$ cat config.mk
export PLATFORM = sky130hd
export DESIGN_NAME = dmem_lsu
export DESIGN_NICKNAME = d
export VERILOG_FILES = /design/src/rtl/lsu_pkg.sv /design/src/rtl/lsu_align.sv /design/src/rtl/dmem_lsu.sv
export SDC_FILE = /design/constraint.sdc
export NUM_CORES = 1
export LEC_CHECK = 0
export CAP_MARGIN = 10
export CORE_MARGIN = 3
export CORE_UTILIZATION = 40
export CTS_CLUSTER_SIZE = 20
export DETAILED_ROUTE_END_ITERATION = 16
export PLACE_DENSITY = 0.79
export SYNTH_ARGS = -nofsm -noshare
export SYNTH_HDL_FRONTEND = slang
export SYNTH_HIERARCHICAL = 1
export SYNTH_SLANG_ARGS = --single-unit
$ cat constraint.sdc
create_clock -name clk -period 2.9 [get_ports clk]
set_input_delay 0.58 -clock clk [delete_from_list [all_inputs] [get_ports clk]]
set_output_delay 0.58 -clock clk [all_outputs]
set_load 0.01 [all_outputs]
$ cat src/rtl/lsu_pkg.sv
// Shared types and helpers for the data-memory load/store unit.
// Holds whb size/sign codes, the LSU FSM state encoding and size decode.
package lsu_pkg;

    localparam logic [2:0] WHB_B  = 3'b000;
    localparam logic [2:0] WHB_H  = 3'b001;
    localparam logic [2:0] WHB_W  = 3'b010;
    localparam logic [2:0] WHB_BU = 3'b011;
    localparam logic [2:0] WHB_HU = 3'b100;

    typedef enum logic [2:0] {
        ST_IDLE,
        ST_ISSUE0,
        ST_WAIT0,
        ST_ISSUE1,
        ST_WAIT1,
        ST_RESP
    } lsu_state_t;

    // Access size in bytes; illegal codes map to 1 so masks stay sane.
    function automatic logic [2:0] size_of(input logic [2:0] whb);
        logic [2:0] n;
        case (whb)
            WHB_H, WHB_HU: n = 3'd2;
            WHB_W:         n = 3'd4;
            default:       n = 3'd1;
        endcase
        return n;
    endfunction

    // Stores only have signed-width codes; loads add the unsigned variants.
    function automatic logic whb_legal(input logic we, input logic [2:0] whb);
        return we ? (whb <= WHB_W) : (whb <= WHB_HU);
    endfunction

endpackage

$ cat src/rtl/lsu_align.sv
// Byte-lane alignment: beat enables, lane-positioned store data, load merge.
// Ports: off/whb/wdata describe the access, rbuf0/1 the two read beats;
//        be8/wdata64 cover both beats, rdata is the extended load result,
//        split flags an access that crosses into the next word.
module lsu_align
    import lsu_pkg::*;
(
    input  logic [1:0]  off,
    input  logic [2:0]  whb,
    input  logic [31:0] wdata,
    input  logic [31:0] rbuf0,
    input  logic [31:0] rbuf1,
    output logic [7:0]  be8,
    output logic [63:0] wdata64,
    output logic [31:0] rdata,
    output logic        split
);

    logic [2:0]  n;
    logic [7:0]  mask;
    logic [63:0] rd64;

    assign n = size_of(whb);

    always_comb begin
        mask = 8'h01;
        case (n)
            3'd2:    mask = 8'h03;
            3'd4:    mask = 8'h0F;
            default: mask = 8'h01;
        endcase
    end

    // The 8-bit mask spans both beats: low nibble beat 0, high nibble beat 1.
    assign be8     = mask << off;
    assign split   = ({1'b0, off} + n) > 3'd4;
    assign wdata64 = {32'b0, wdata} << {off, 3'b000};
    assign rd64    = {rbuf1, rbuf0} >> {off, 3'b000};

    always_comb begin
        rdata = rd64[31:0];
        case (whb)
            WHB_B:   rdata = {{24{rd64[7]}}, rd64[7:0]};
            WHB_H:   rdata = {{16{rd64[15]}}, rd64[15:0]};
            WHB_BU:  rdata = {24'b0, rd64[7:0]};
            WHB_HU:  rdata = {16'b0, rd64[15:0]};
            default: rdata = rd64[31:0];
        endcase
    end

endmodule

$ cat src/rtl/dmem_lsu.sv
// Load/store initiator between MEM stage and a word-wide data memory port.
// Ports: req_* core request (valid/ready), resp_* one-cycle completion pulse,
//        mem_* beat request with req/gnt handshake and rvalid return.
module dmem_lsu
    import lsu_pkg::*;
#(
    parameter bit ALLOW_MISALIGNED = 1'b1,
    parameter int ADDR_W           = 32
) (
    input  logic              clk,
    input  logic              rst_n,
    input  logic              req_valid,
    output logic              req_ready,
    input  logic              req_we,
    input  logic [2:0]        req_whb,
    input  logic [ADDR_W-1:0] req_addr,
    input  logic [31:0]       req_wdata,
    output logic              resp_valid,
    output logic [31:0]       resp_rdata,
    output logic              resp_err,
    output logic              mem_req,
    output logic              mem_we,
    output logic [ADDR_W-1:0] mem_addr,
    output logic [3:0]        mem_be,
    output logic [31:0]       mem_wdata,
    input  logic              mem_gnt,
    input  logic              mem_rvalid,
    input  logic [31:0]       mem_rdata
);

    localparam logic [ADDR_W-3:0] WORD_ONE = {{(ADDR_W-3){1'b0}}, 1'b1};

    lsu_state_t state_q;
    lsu_state_t state_d;

    logic              we_q;
    logic [2:0]        whb_q;
    logic [ADDR_W-1:0] addr_q;
    logic [31:0]       wdata_q;
    logic              err_q;
    logic [31:0]       buf0_q;
    logic [31:0]       buf1_q;

    logic              accept;
    logic [2:0]        req_n;
    logic              req_cross;
    logic              req_bad;

    logic [7:0]        be8;
    logic [63:0]       wd64;
    logic [31:0]       rd_ext;
    logic              split;

    logic [ADDR_W-3:0] widx;
    logic [ADDR_W-1:0] addr0;
    logic [ADDR_W-1:0] addr1;

    assign accept    = req_valid && (state_q == ST_IDLE);
    assign req_n     = size_of(req_whb);
    assign req_cross = ({1'b0, req_addr[1:0]} + req_n) > 3'd4;
    assign req_bad   = !whb_legal(req_we, req_whb)
                     || (!ALLOW_MISALIGNED && req_cross);

    lsu_align u_align (
        .off     (addr_q[1:0]),
        .whb     (whb_q),
        .wdata   (wdata_q),
        .rbuf0   (buf0_q),
        .rbuf1   (buf1_q),
        .be8     (be8),
        .wdata64 (wd64),
        .rdata   (rd_ext),
        .split   (split)
    );

    // Second beat address wraps naturally in the word-index width.
    assign widx  = addr_q[ADDR_W-1:2];
    assign addr0 = {widx, 2'b00};
    assign addr1 = {widx + WORD_ONE, 2'b00};

    always_ff @(posedge clk) begin
        if (!rst_n) begin
            state_q <= ST_IDLE;
            we_q    <= 1'b0;
            whb_q   <= '0;
            addr_q  <= '0;
            wdata_q <= '0;
            err_q   <= 1'b0;
            buf0_q  <= '0;
            buf1_q  <= '0;
        end else begin
            state_q <= state_d;
            if (accept) begin
                we_q    <= req_we;
                whb_q   <= req_whb;
                addr_q  <= req_addr;
                wdata_q <= req_wdata;
                err_q   <= req_bad;
            end
            if (state_q == ST_WAIT0 && mem_rvalid) begin
                buf0_q <= mem_rdata;
            end
            if (state_q == ST_WAIT1 && mem_rvalid) begin
                buf1_q <= mem_rdata;
            end
        end
    end

    always_comb begin
        state_d    = state_q;
        req_ready  = 1'b0;
        resp_valid = 1'b0;
        resp_rdata = '0;
        resp_err   = 1'b0;
        mem_req    = 1'b0;
        mem_we     = 1'b0;
        mem_addr   = '0;
        mem_be     = '0;
        mem_wdata  = '0;
        case (state_q)
            ST_IDLE: begin
                req_ready = 1'b1;
                if (req_valid) begin
                    state_d = req_bad ? ST_RESP : ST_ISSUE0;
                end
            end
            ST_ISSUE0: begin
                mem_req   = 1'b1;
                mem_we    = we_q;
                mem_addr  = addr0;
                mem_be    = be8[3:0];
                mem_wdata = we_q ? wd64[31:0] : '0;
                if (mem_gnt) begin
                    state_d = ST_WAIT0;
                end
            end
            ST_WAIT0: begin
                if (mem_rvalid) begin
                    state_d = (split && ALLOW_MISALIGNED) ? ST_ISSUE1 : ST_RESP;
                end
            end
            ST_ISSUE1: begin
                mem_req   = 1'b1;
                mem_we    = we_q;
                mem_addr  = addr1;
                mem_be    = be8[7:4];
                mem_wdata = we_q ? wd64[63:32] : '0;
                if (mem_gnt) begin
                    state_d = ST_WAIT1;
                end
            end
            ST_WAIT1: begin
                if (mem_rvalid) begin
                    state_d = ST_RESP;
                end
            end
            ST_RESP: begin
                resp_valid = 1'b1;
                resp_err   = err_q;
                resp_rdata = (err_q || we_q) ? '0 : rd_ext;
                state_d    = ST_IDLE;
            end
            default: state_d = ST_IDLE;
        endcase
    end

endmodule

### Word-level counts from Yosys, hierarchy flattened

Cells that the tools add are included.

* add/sub/neg operators: 2
* $lt $le $gt $ge: 3
* equality and inequality tests: 16
* shift-type cells: 3
* mux-type cells: 24
* reduce and logical (&&, ||, !) cells: 10

Operators by type and width (number)
* 32-bit 2-to-1 mux: 4
* 32-bit case mux with 2 select lines: 2
* 32-bit case mux with 4 select lines: 1
* 32-bit by 5-bit << shifter with 64-bit output: 1
* 64-bit by 5-bit >> shifter with 32-bit output: 1
* 30-bit by 1-bit adder with 30-bit output (second input constant): 1
* 3-bit 2-to-1 mux: 7
* 4-bit case mux with 2 select lines: 2
* 3-bit by 2-bit equality test with 1-bit output (second input constant): 5
* 3-bit case mux with 5 select lines: 1
* 3-bit equality test (second input constant): 4
* 2-bit != test (second input constant): 5
* 4-bit by 2-bit << shifter with 8-bit output: 1
* 3-bit by 1-bit equality test with 1-bit output (second input constant): 2
* 3-bit zero test: 2
* 1-bit 2-to-1 mux: 6
* 3-bit case mux with 2 select lines: 1
* 5-bit AND reduction: 1
* 2-bit OR reduction: 2
* 2-bit by 3-bit adder with 3-bit output: 1
* 3-bit > comparator (second input constant): 1
* 3-bit by 2-bit <= comparator with 1-bit output (second input constant): 1
* 3-bit <= comparator (second input constant): 1
* 1-bit logical AND: 3
* 2 further kinds: 2

* bits in registers: 136
* input bits: 105
* output and inout bits: 105
* logic and storage cells: 66

### Logic depth before layout (Yosys ltp)

* depth after elaboration: 8
* mapped depth: 12
* gate-level depth less buffers: 11

### Modules after synthesis

Netlist, hierarchy kept.

By module, submodules not included
* dmem_lsu: instances 1, cells each 886, area an instance 6841.6 um^2, sequential area each 2722.6 um^2
* lsu_align: instances 1, cells each 259, area an instance 2163.3 um^2, sequential area each 0.0 um^2

### Least setup slack after synthesis

OpenSTA, ideal clock, no wires.

* kind: reg2reg
* from: reg whb_q[0]
* to: reg state_q[2]
* arrival time: 2.572 ns
* data required time: 2.784 ns
* setup slack: 0.212 ns
* stages on the path, launching flop included: 11
* clock period less this slack: 2.688 ns
* cell sequence: dfxtp_1 > buf_2 > or3b_2 > ha_1 > ha_1 > inv_1 > fa_1 > a21oi_1 > a21boi_0 > or3b_2 > o211a_1

* cells in the longest elaborated chain, start to end: 8
* elaborated cells between the ends (all ways): 10

RTL lines
* from (decl): RTL line dmem_lsu.sv:37 `logic [2:0] whb_q;`
* from (signal assigned): RTL line dmem_lsu.sv:95 `whb_q <= req_whb;`
* 3-bit by 1-bit equality test with 1-bit output or 3-bit equality test (tied branches): RTL line lsu_pkg.sv:23 `case (whb)`
* 2-bit OR reduction: RTL line lsu_pkg.sv:23
* 3-bit case mux with 2 select lines *: RTL line lsu_pkg.sv:23
* 2-bit by 3-bit adder with 3-bit output *: RTL line lsu_align.sv:36 `assign split = ({1'b0, off} + n) > 3'd4;`
* 3-bit > comparator *: RTL line lsu_align.sv:36
* named net split: RTL line dmem_lsu.sv:52 `logic split;`
* 3-bit 2-to-1 mux *: RTL line dmem_lsu.sv:139 `state_d = (split && ALLOW_MISALIGNED) ? ST_ISSUE1 : ST_RESP;`
* 3-bit 2-to-1 mux *: RTL line dmem_lsu.sv:138 `if (mem_rvalid) begin`
* 3-bit case mux with 5 select lines *: RTL line dmem_lsu.sv:120 `case (state_q)`
* to (signal assigned): RTL line dmem_lsu.sv:92 `state_q <= state_d;`
* to (decl): RTL line dmem_lsu.sv:33 `lsu_state_t state_q;`

The timed path passes the listed nets; every way through them passes the cells marked *. The select of a mux whose other input is x is not followed.
A chain may end at the register's enable or synchronous reset.

### Final worst setup path

* from: reg addr_q[3]
* to: out mem_addr[26]

* cells in the longest elaborated chain, start to end: 2

RTL lines
* from (decl): RTL line dmem_lsu.sv:38 `logic [ADDR_W-1:0] addr_q;`
* from (signal assigned): RTL line dmem_lsu.sv:96 `addr_q <= req_addr;`
* 30-bit by 1-bit adder with 30-bit output: RTL line dmem_lsu.sv:79 `assign addr1 = {widx + WORD_ONE, 2'b00};`
* 32-bit case mux with 2 select lines: RTL line dmem_lsu.sv:120
* to (decl): RTL line dmem_lsu.sv:23 `output logic [ADDR_W-1:0] mem_addr,`

No other way between the ends.

==> results.md <==
| Quantity | Value | Unit |
|---|---|---|
| Outcome | finished, violations left | - |
| Failing checks | negative setup slack | - |
| TritonCTS buffer count | 17 | - |
| Final estimated routing congestion in global placement | 0.935 | - |
| Clock sink total | 128 | - |
| HP Class | flip-flop to flip-flop | - |
| Critical path class | flip-flop to primary output | - |
| Post-synthesis area per instance | 7.84 | sq um |
| # Max-Cap Violations | 0 | - |
| Post-route standard cell area excluding fillers | 0.0123 | sq mm |
| NumNets Final | 1456 | - |
| Initial antenna violation count | 2 | - |
| Half-perimeter wire length after detailed placement | 19800 | microns |
| Sequential standard cell area | 0.00259 | sq mm |
| Die Area | 0.0236 | sq mm |
| Multi-input gate area | 0.00574 | sq mm |
| Total grt overflow | 0 | - |
| Nature of the critical path endpoint | primary output | - |
| Routed Wire Length | 29200 | microns |
| Wire length of the first global-routing pass | 45600 | microns |
| Fmax achieved | 0.325 | GHz |
| Post-Syn Instances | 1113 | - |
| Worst-margin pin slew | 0.675 | ns |
| Source-to-sink clock delay at the later pin of the worst-skew pair | 0.42 | ns |
| Part of the cycle the worst path needs | 1.06 | - |
| DRC violations left | 0 | - |
| H-tree depth | 4 | - |
| Leakage | 4.78 | nW |
| Width of the die | 154 | microns |
| Count of pins on the block boundary | 210 | - |
| Count of warnings emitted by yosys | 6 | - |
| Worst ir drop on vdd | 0.395 | mV |
| Number of global-route vias before repair | 8769 | - |
| Hold violation total from the final report | 0 | - |
| Die Height | 154 | microns |
| Arrival time at the worst endpoint | 2.49 | ns |
| Number of hold-repair buffers added at the cts stage | 0 | - |
| Std cell rows | 53 | - |
| Cell area after synthesis | 0.00872 | sq mm |
| Setup repair after global routing missed its margin | yes | - |
| Total routing resource utilization after global routing | 0.235 | - |
| Antenna fix cells | 0 | - |
| Fin Hold WS | 0.462 | ns |
| Maximum number of pins on one net before global-route repair | 59 | - |
| Vias | 9055 | - |
| Crit path launch type | flip-flop | - |
| Number of buffers inserted by port buffering | 207 | - |
| Highest net fanout along the worst path | 5 | - |
| Slew Limit Headroom | 0.550 | - |
| Number of endpoints failing setup at the final stage | 6 | - |
| Final ANT Viol Nets | 0 | - |
| Buffers from clock root to sink, at most | 2 | - |
| Clock tree root driver cell | sky130_fd_sc_hd__clkbuf_16 | - |
| Max-slew violation total from the final report | 0 | - |
| Starting density of the core | 0.411 | - |
| Detailed Route Iter0 Violations | 676 | - |
| Setup TNS after final layout | -0.353 | ns |
| Pwr Density | 471 | mW/mm^2 |
| TritonRoute pass-1 iters | 7 | - |
| Layout cells sized above 1 | 0.189 | - |
| Area added between synthesis and finish | 40.7 | % |
| Time the final worst path needs with I/O delays and setup | 3.07 | ns |
| Vias per cell | 5.55 | - |
| CTS tree | done | - |
| Power after layout | 5.78 | mW |
| Core footprint | 0.0212 | sq mm |
| Routed len/inst | 17.9 | microns |
| Setup Skew | 0.00885 | ns |
| Placed instance count | 1569 | - |
| Final setup margin | -0.175 | ns |
| Required time at the worst-slack endpoint | 2.32 | ns |
| Number of inserted filler cells in the final layout | 1900 | - |
| Clock Pin Slew Worst Setup and Hold Paths | 0.06 | ns |
| Final instance count without filler cells | 1633 | - |
| Post-placement cell area | 0.0112 | sq mm |
## routing by layer
metal,vias up,track usage,routed length [microns]
li1,4254,-,-
met1,4266,0.288,11500
met2,443,0.397,14100
met3,88,0.0630,2640
met4,4,0.0870,996
met5,-,0,24
## registers in the layout (all words and copies together), names as in the netlist
register  count
addr_q       32
buf0_q       32
buf1_q       24
err_q         1
state_q       3
wdata_q      32
we_q          1
whb_q         3
## final timing paths
kind                            cells after the start            to        from  slack [ns]
worst max-delay path                                8  mem_addr[26]   addr_q[3]       -0.17
worst min-delay path                                2    buf1_q[16]  buf1_q[16]        0.46
worst max register to register                     12    state_q[2]    whb_q[0]        0.19
worst min register to register                      2    buf1_q[16]  buf1_q[16]        0.46
## area by class of cell
cell class,instances,area share
clock buffers,19,0.0369
clock inverters,13,0.0121
inverters,28,0.00856
multi-input cells,865,0.467
flip-flops and latches,128,0.211
well taps,275,0.0280
repair buffers,305,0.236
## report_power, final
group | internal [mW] | switching [mW] | leakage, nW | total (mW)
registers | 1.90 | 0.142 | 1.05 | 2.05
logic | 0.728 | 0.829 | 3.43 | 1.56
clock network | 1.33 | 0.854 | 0.296 | 2.18
## cells in the final DEF (no fill, tap or decap), types with 6 or more instances in the layout
cell	instances
sky130_fd_sc_hd__a21oi_1	18
sky130_fd_sc_hd__dlymetal6s2s_1	11
sky130_fd_sc_hd__buf_2	11
sky130_fd_sc_hd__clkbuf_16	18
sky130_fd_sc_hd__buf_4	73
sky130_fd_sc_hd__clkbuf_2	21
sky130_fd_sc_hd__and2_1	40
sky130_fd_sc_hd__nand3_1	13
sky130_fd_sc_hd__o31ai_1	6
sky130_fd_sc_hd__nand4_1	13
sky130_fd_sc_hd__dlygate4sd2_1	29
sky130_fd_sc_hd__dfxtp_2	11
sky130_fd_sc_hd__mux4_2	18
sky130_fd_sc_hd__mux4_1	10
sky130_fd_sc_hd__clkdlybuf4s50_1	131
sky130_fd_sc_hd__mux2i_1	72
sky130_fd_sc_hd__buf_12	11
sky130_fd_sc_hd__buf_6	9
sky130_fd_sc_hd__dfxtp_1	114
sky130_fd_sc_hd__xor2_1	8
sky130_fd_sc_hd__inv_1	27
sky130_fd_sc_hd__nand2_1	288
sky130_fd_sc_hd__and3_1	15
sky130_fd_sc_hd__a21boi_0	126
sky130_fd_sc_hd__nor2_1	74
sky130_fd_sc_hd__conb_1	11
sky130_fd_sc_hd__o21ai_0	52
## through the flow
stage,util,setup slack (ns)
final,0.579,-0.175
after global routing,0.579,-0.261
after CTS,0.570,-0.185
after detailed placement,0.528,-0.160
after global placement,0.528,-0.156
after floorplan,-,0.212
## timing repair
item / CTS / global route
endpoints found under the hold margin: 0 / 0
setup endpoints to repair: 89 / 55
resized for setup: 143 / 94
setup buffers: 16 / 13
pin swaps: 13 / 19
cloned: 2 / 1
## critical path, cell delays in order, from the launching register on
cell                      delay [ns]
sky130_fd_sc_hd__dfxtp_4        0.36
sky130_fd_sc_hd__buf_12         0.10
sky130_fd_sc_hd__ha_4           0.12
sky130_fd_sc_hd__nand3_2        0.08
sky130_fd_sc_hd__or4_4          0.59
sky130_fd_sc_hd__buf_6          0.15
sky130_fd_sc_hd__or4_4          0.41
sky130_fd_sc_hd__a21oi_2        0.14
sky130_fd_sc_hd__buf_2          0.14
(Power assumes the default switching activity.)
